--- src/rtl/ov7670_pixel_packer.sv ---
// OV7670 capture front end: registers sensor pins, pairs bytes into RGB565,
// optionally 2:1 decimates in both axes and writes kept pixels to a FIFO.
module ov7670_pixel_packer #(
    parameter int H_ACTIVE    = 640,
    parameter int V_ACTIVE    = 480,
    parameter bit DECIMATE    = 1'b1,
    parameter bit HI_BYTE_1ST = 1'b1
) (
    input  logic        c_PCLK,
    input  logic        rst,
    input  logic        c_VSYNC,
    input  logic        c_HREF,
    input  logic [7:0]  c_DOUT,
    input  logic        fifo_full,
    output logic [15:0] w_data,
    output logic        w_en,
    output logic        frame_start,
    output logic        frame_done,
    output logic [16:0] pix_count,
    output logic        overflow
);

    typedef enum logic [1:0] {SYNC, VBLANK, CAPTURE} state_t;

    localparam logic [11:0] H_LIM = 12'(H_ACTIVE);
    localparam logic [11:0] V_LIM = 12'(V_ACTIVE);

    state_t      state, state_nxt;
    logic        vs_q, vs_d, href_q, href_d;
    logic [7:0]  dout_q, first_byte;
    logic        phase;
    logic [11:0] col, row;
    logic        pend;
    logic [15:0] pend_word, word;
    logic [16:0] run_count;
    logic        start_evt, done_evt, capturing;
    logic        vs_rise, vs_fall, href_rise, href_fall;
    logic        pix_formed, keep;

    assign vs_rise   = vs_q & ~vs_d;
    assign vs_fall   = ~vs_q & vs_d;
    assign href_rise = href_q & ~href_d;
    assign href_fall = ~href_q & href_d;

    always_comb begin
        state_nxt = state;
        start_evt = 1'b0;
        done_evt  = 1'b0;
        case (state)
            SYNC:    if (vs_rise) state_nxt = VBLANK;
            VBLANK:  if (vs_fall) begin
                         state_nxt = CAPTURE;
                         start_evt = 1'b1;
                     end
            CAPTURE: if (vs_rise) begin
                         state_nxt = VBLANK;
                         done_evt  = 1'b1;
                     end
            default: state_nxt = SYNC;
        endcase
    end

    // A vsync rise in CAPTURE wins over any pixel activity in the same cycle.
    assign capturing  = (state == CAPTURE) && !done_evt;
    assign pix_formed = capturing && href_q && !href_rise && phase;
    assign keep       = (col < H_LIM) && (row < V_LIM) &&
                        (!DECIMATE || (!col[0] && !row[0]));
    assign word       = HI_BYTE_1ST ? {first_byte, dout_q} : {dout_q, first_byte};

    always_ff @(posedge c_PCLK or posedge rst) begin
        if (rst) begin
            state       <= SYNC;
            vs_q        <= 1'b0;
            vs_d        <= 1'b0;
            href_q      <= 1'b0;
            href_d      <= 1'b0;
            dout_q      <= '0;
            first_byte  <= '0;
            phase       <= 1'b0;
            col         <= '0;
            row         <= '0;
            pend        <= 1'b0;
            pend_word   <= '0;
            run_count   <= '0;
            w_data      <= '0;
            w_en        <= 1'b0;
            frame_start <= 1'b0;
            frame_done  <= 1'b0;
            pix_count   <= '0;
            overflow    <= 1'b0;
        end else begin
            vs_q        <= c_VSYNC;
            vs_d        <= vs_q;
            href_q      <= c_HREF;
            href_d      <= href_q;
            dout_q      <= c_DOUT;
            state       <= state_nxt;
            frame_start <= start_evt;
            frame_done  <= done_evt;
            w_en        <= 1'b0;

            if (start_evt) begin
                col       <= '0;
                row       <= '0;
                phase     <= 1'b0;
                run_count <= '0;
            end
            if (done_evt)
                pix_count <= run_count;

            if (capturing) begin
                if (href_rise) begin
                    col        <= '0;
                    phase      <= 1'b1;
                    first_byte <= dout_q;
                end else if (href_q) begin
                    phase <= ~phase;
                    if (!phase)
                        first_byte <= dout_q;
                    else if (col != '1)
                        col <= col + 12'd1;
                end
                if (href_fall && row != '1)
                    row <= row + 12'd1;

                // One-stage hold between word assembly and the FIFO write.
                pend      <= pix_formed && keep;
                pend_word <= word;
                if (pend) begin
                    if (fifo_full) begin
                        overflow <= 1'b1;
                    end else begin
                        w_en   <= 1'b1;
                        w_data <= pend_word;
                        if (run_count != '1)
                            run_count <= run_count + 17'd1;
                    end
                end
            end else begin
                pend <= 1'b0;
            end
        end
    end

endmodule
--- config.mk ---
export PLATFORM = sky130hd
export DESIGN_NAME = ov7670_pixel_packer
export DESIGN_NICKNAME = d
export VERILOG_FILES = /design/src/rtl/ov7670_pixel_packer.sv
export SDC_FILE = /design/constraint.sdc
export NUM_CORES = 1
export LEC_CHECK = 0
export CELL_PAD_IN_SITES_DETAIL_PLACEMENT = 1
export CELL_PAD_IN_SITES_GLOBAL_PLACEMENT = 1
export CORE_UTILIZATION = 45
export DETAILED_ROUTE_END_ITERATION = 8
export PLACE_DENSITY = 0.82
export SYNTH_ARGS = -nofsm -noshare
export SYNTH_HDL_FRONTEND = slang
export SYNTH_SLANG_ARGS = --single-unit
--- constraint.sdc ---
create_clock -name c_PCLK -period 5.8 [get_ports c_PCLK]
set_clock_uncertainty 0.2 [all_clocks]
set_input_delay 1.16 -clock c_PCLK [delete_from_list [all_inputs] [get_ports c_PCLK]]
set_output_delay 1.16 -clock c_PCLK [all_outputs]
set_load 0.01 [all_outputs]
==> out/results.txt <==
run status = finished clean
mux cell area share after synthesis = 0.157
cts hold-fix bufs = 0
antenna violations before repair = 0
number of nets still failing antenna checks after routing = 0
antenna diode count = 0
Ports = 50
die height = 109 um
area share of the largest cell type after synthesis = 0.571
Area Growth Syn to Fin = 23.6%
combinational family with the most area after synthesis = simple AND/OR/NAND/NOR gates
worst vdd ir = 0.267 mV
clock transition at the registers of the reported paths = 50 ps
post-route standard cell area excluding fillers = 6390 um2
Row Count = 38
count of different cell masters after synthesis = 51
core outline area = 11,000 um2
CTS Root Cell = clkbuf_16
Cell Area, Synth = 5170 um2
cell count after placement = 603
worst path bufs/invs = 1
most instantiated flip-flop cell in the synthesis netlist = dfrtp_1
DP HPWL = 8180 um
maximum cell stage delay along the critical path = 590 ps
pre-CTS setup slack = 2450 ps
number of buffers inserted by port buffering = 49
DRC errors left = 0
synthesized netlist cell count = 427
final hold violation count = 0
HP Class = reg2reg
global-route wire length before repair = 22,700 um
RSZ-0062 raised after global routing = false
power density of the placed cells = 407 nW/um2
H-tree lvl count = 4
area of the multi-input gates = 2100 um2
async set-reset flop share out of synthesis = 1.00
drt via density = 5.98
count of flip-flops with a built-in enable after synthesis = 0
placer congestion estimate = 0.850
sequential group share of total power = 0.424
CP Class = in2reg
CP max FO = 15
filler cell count in the final layout = 1,134
net switching fraction of the power = 0.273
simple logic cell fraction of the synthesized area = 0.161
required arrival time at the worst endpoint = 5860 ps
horizontal die dimension = 109 um
clk buf depth = 2
Finish-stage setup viols = 0
final routed wire length divided by cell count = 21.2 um
synthesized-area fraction occupied by ao, oa, aoi and oai cells = 0.0784
setup_tns = 0 ps
final routed wirelength across all metal layers = 13,400 um
internal power = 1890 uW
net count after synthesis = 444
CP endpoint kind = flop
Slowest cell on crit path = o311ai_0
largest net degree at the start of global routing = 86
fraction of power consumed by the clock network = 0.417
slew margin rel. = 0.124
CTS sink cnt = 118
total leakage power = 0.00279 uW
final standard cell count with taps included and fillers excluded = 634
Yosys warnings = 0
#FFs+latches synth = 118
TritonCTS Buffers = 17
share of the synthesized netlist area taken by xor and xnor gates = 0
Arr. time, crit path = 3090 ps
slack of the critical path = 2770 ps
vias in the first global route = 4,250
critical path launch point type = input pin
Avg Inst Size Synth = 12.1 um2
chain of cells forming the critical path = clkdlybuf4s50_1, nor2b_1, nand4_1, o311ai_0, o41ai_1
clock insertion delay at the later pin of the skew report = 410 ps
number of max-slew violations in the final report = 0
Period minus WS final = 3030 ps
first-pass iteration count of the detailed router = 5
cell type with the largest total area after synthesis = dfrtp_1
Max Cap Viol = 0
1st-iter DRT viols = 180
Achievable Freq = 0.330 GHz
utilization of the core after routing = 0.580
CTS-repair resized insts = 0
GRT overflow = 0
switching power total = 709 uW
Period Utilization, post-route = 0.522
sequential area share after synthesis = 0.571
vias = 3,791
nets@finish = 499
family of cells with the greatest summed delay on the critical path = simple AND/OR/NAND/NOR gates
Worst-Margin Slew = 1300 ps
area of placed instances = 5780 um2
clock tree from TritonCTS = done
FF+latch area = 2950 um2
total global routing track utilization = 0.253
proportion of layout cells with a drive suffix above 1 = 0.223
initial core utilization = 0.469
Total Die Area = 11,900 um2
cell types with the largest area share after synthesis = dfrtp_1 57%, mux2_2 12%, mux2i_1 3.3%
Setup Buffers After CTS = 0
fraction of the mapped netlist area in adder cells = 0.00968
share of power burned in combinational logic = 0.160
==> sequential cells by signal, summed over array words and instances, names as in the netlist, 2 cells and up <==
name / cells
pend_word: 16
col: 12
row: 12
dout_q: 8
pix_count: 17
run_count: 17
state: 2
w_data: 16
first_byte: 8
==> path summary, 6_finish.rpt <==
check | start | endpoint | slack, ps | depth (start not counted)
worst max-delay path | fifo_full | run_count[7] | 2770 | 5
worst min-delay path | overflow | overflow | 280 | 1
worst max register to register | run_count[0] | run_count[7] | 2880 | 9
worst min register to register | overflow | overflow | 280 | 1
max in group asynchronous | rst | row[11] | 3150 | 3
min in group asynchronous | rst | first_byte[5] | 1150 | 2
==> metal layers <==
| layer | up-vias | share of wire | GRT usage |
|---|---|---|---|
| met3 | 20 | 0.043 | 0.0634 |
| met5 | - | 0 | 0 |
| li1 | 1706 | - | - |
| met1 | 1964 | 0.43 | 0.321 |
| met2 | 101 | 0.51 | 0.425 |
| met4 | 0 | 0.016 | 0.0800 |
==> power by group through the flow <==
stage | combinational [uW] | sequential, uW | clock [uW]
2_1_floorplan | 250 | 1080 | 0
3_3_place_gp | 390 | 1090 | 0
3_5_place_dp | 408 | 1110 | 0
4_1_cts | 421 | 1100 | 1100
5_1_grt | 454 | 1120 | 1140
6_report | 415 | 1100 | 1080
==> layout make-up <==
| type | instances | area share |
|---|---|---|
| clock inverter | 13 | 0.0268 |
| sequential | 118 | 0.462 |
| inverter | 10 | 0.00626 |
| clock buffer | 18 | 0.0687 |
| timing repair buffer | 52 | 0.0803 |
| multi-input combinational | 283 | 0.329 |
| tap | 140 | 0.0274 |
==> placed cells by master, fill, tap and decap left out, types with 3 or more instances in the layout <==
master           Yosys  routed
and2_1               3       3
bufinv_16            0       3
nor2b_1              4       4
a31o_2               3       3
nor2_1               5       5
o21ai_0             12      12
nor4_1               7       7
o41ai_1              3       3
a21oi_1             16      16
and4_1               4       4
or3_1                4       4
o31ai_1              9       9
mux2i_1             17      17
nand4_1             15      15
inv_6                0       3
clkdlybuf4s50_1      0      49
clkinv_4             0       4
dfrtp_1            118     118
nand3_1             24      24
inv_1               10       9
buf_4                0       3
nand2_1             39      39
o211ai_1             3       3
mux2_2              57      57
o311ai_0             3       3
or4_1                6       6
nand2b_1             6       6
clkbuf_16            0      17
or4_2                3       3
ha_1                 4       4
and3_1               4       4
nor3_1               8       8
==> logic make-up (layout without fill, tap and decap cells) <==
| group | after synthesis | in the layout |
|---|---|---|
| AOI/OAI and AO/OA | 60 | 60 |
| buffers and inverters | 26 | 93 |
| and+or+nand+nor | 145 | 145 |
| adders and majority gates | 4 | 4 |
| muxes | 74 | 74 |
| DFF | 118 | 118 |
==> synth_stat cells, types with 2 or more instances <==
master      n
dfrtp_1   118
mux2_2     57
nand2_1    39
nand3_1    24
mux2i_1    17
a21oi_1    16
nand4_1    15
o21ai_0    12
inv_1      10
buf_2       9
o31ai_1     9
nor3_1      8
nor4_1      7
nand2b_1    6
or4_1       6
clkbuf_1    5
nor2_1      5
and3_1      4
and4_1      4
ha_1        4
nor2b_1     4
or3_1       4
a31o_2      3
and2_1      3
o211ai_1    3
o311ai_0    3
o41ai_1     3
or4_2       3
a31oi_1     2
nand3_2     2
or2_2       2
==> through the flow <==
step / hold WS, ps / power, uW
6_report: 279 / 2600
3_5_place_dp: 267 / 1510
2_1_floorplan: 220 / 1330
4_1_cts: 279 / 2620
3_3_place_gp: 259 / 1480
5_1_grt: 310 / 2720
No activity file was read; power rests on OpenSTA's default activity.
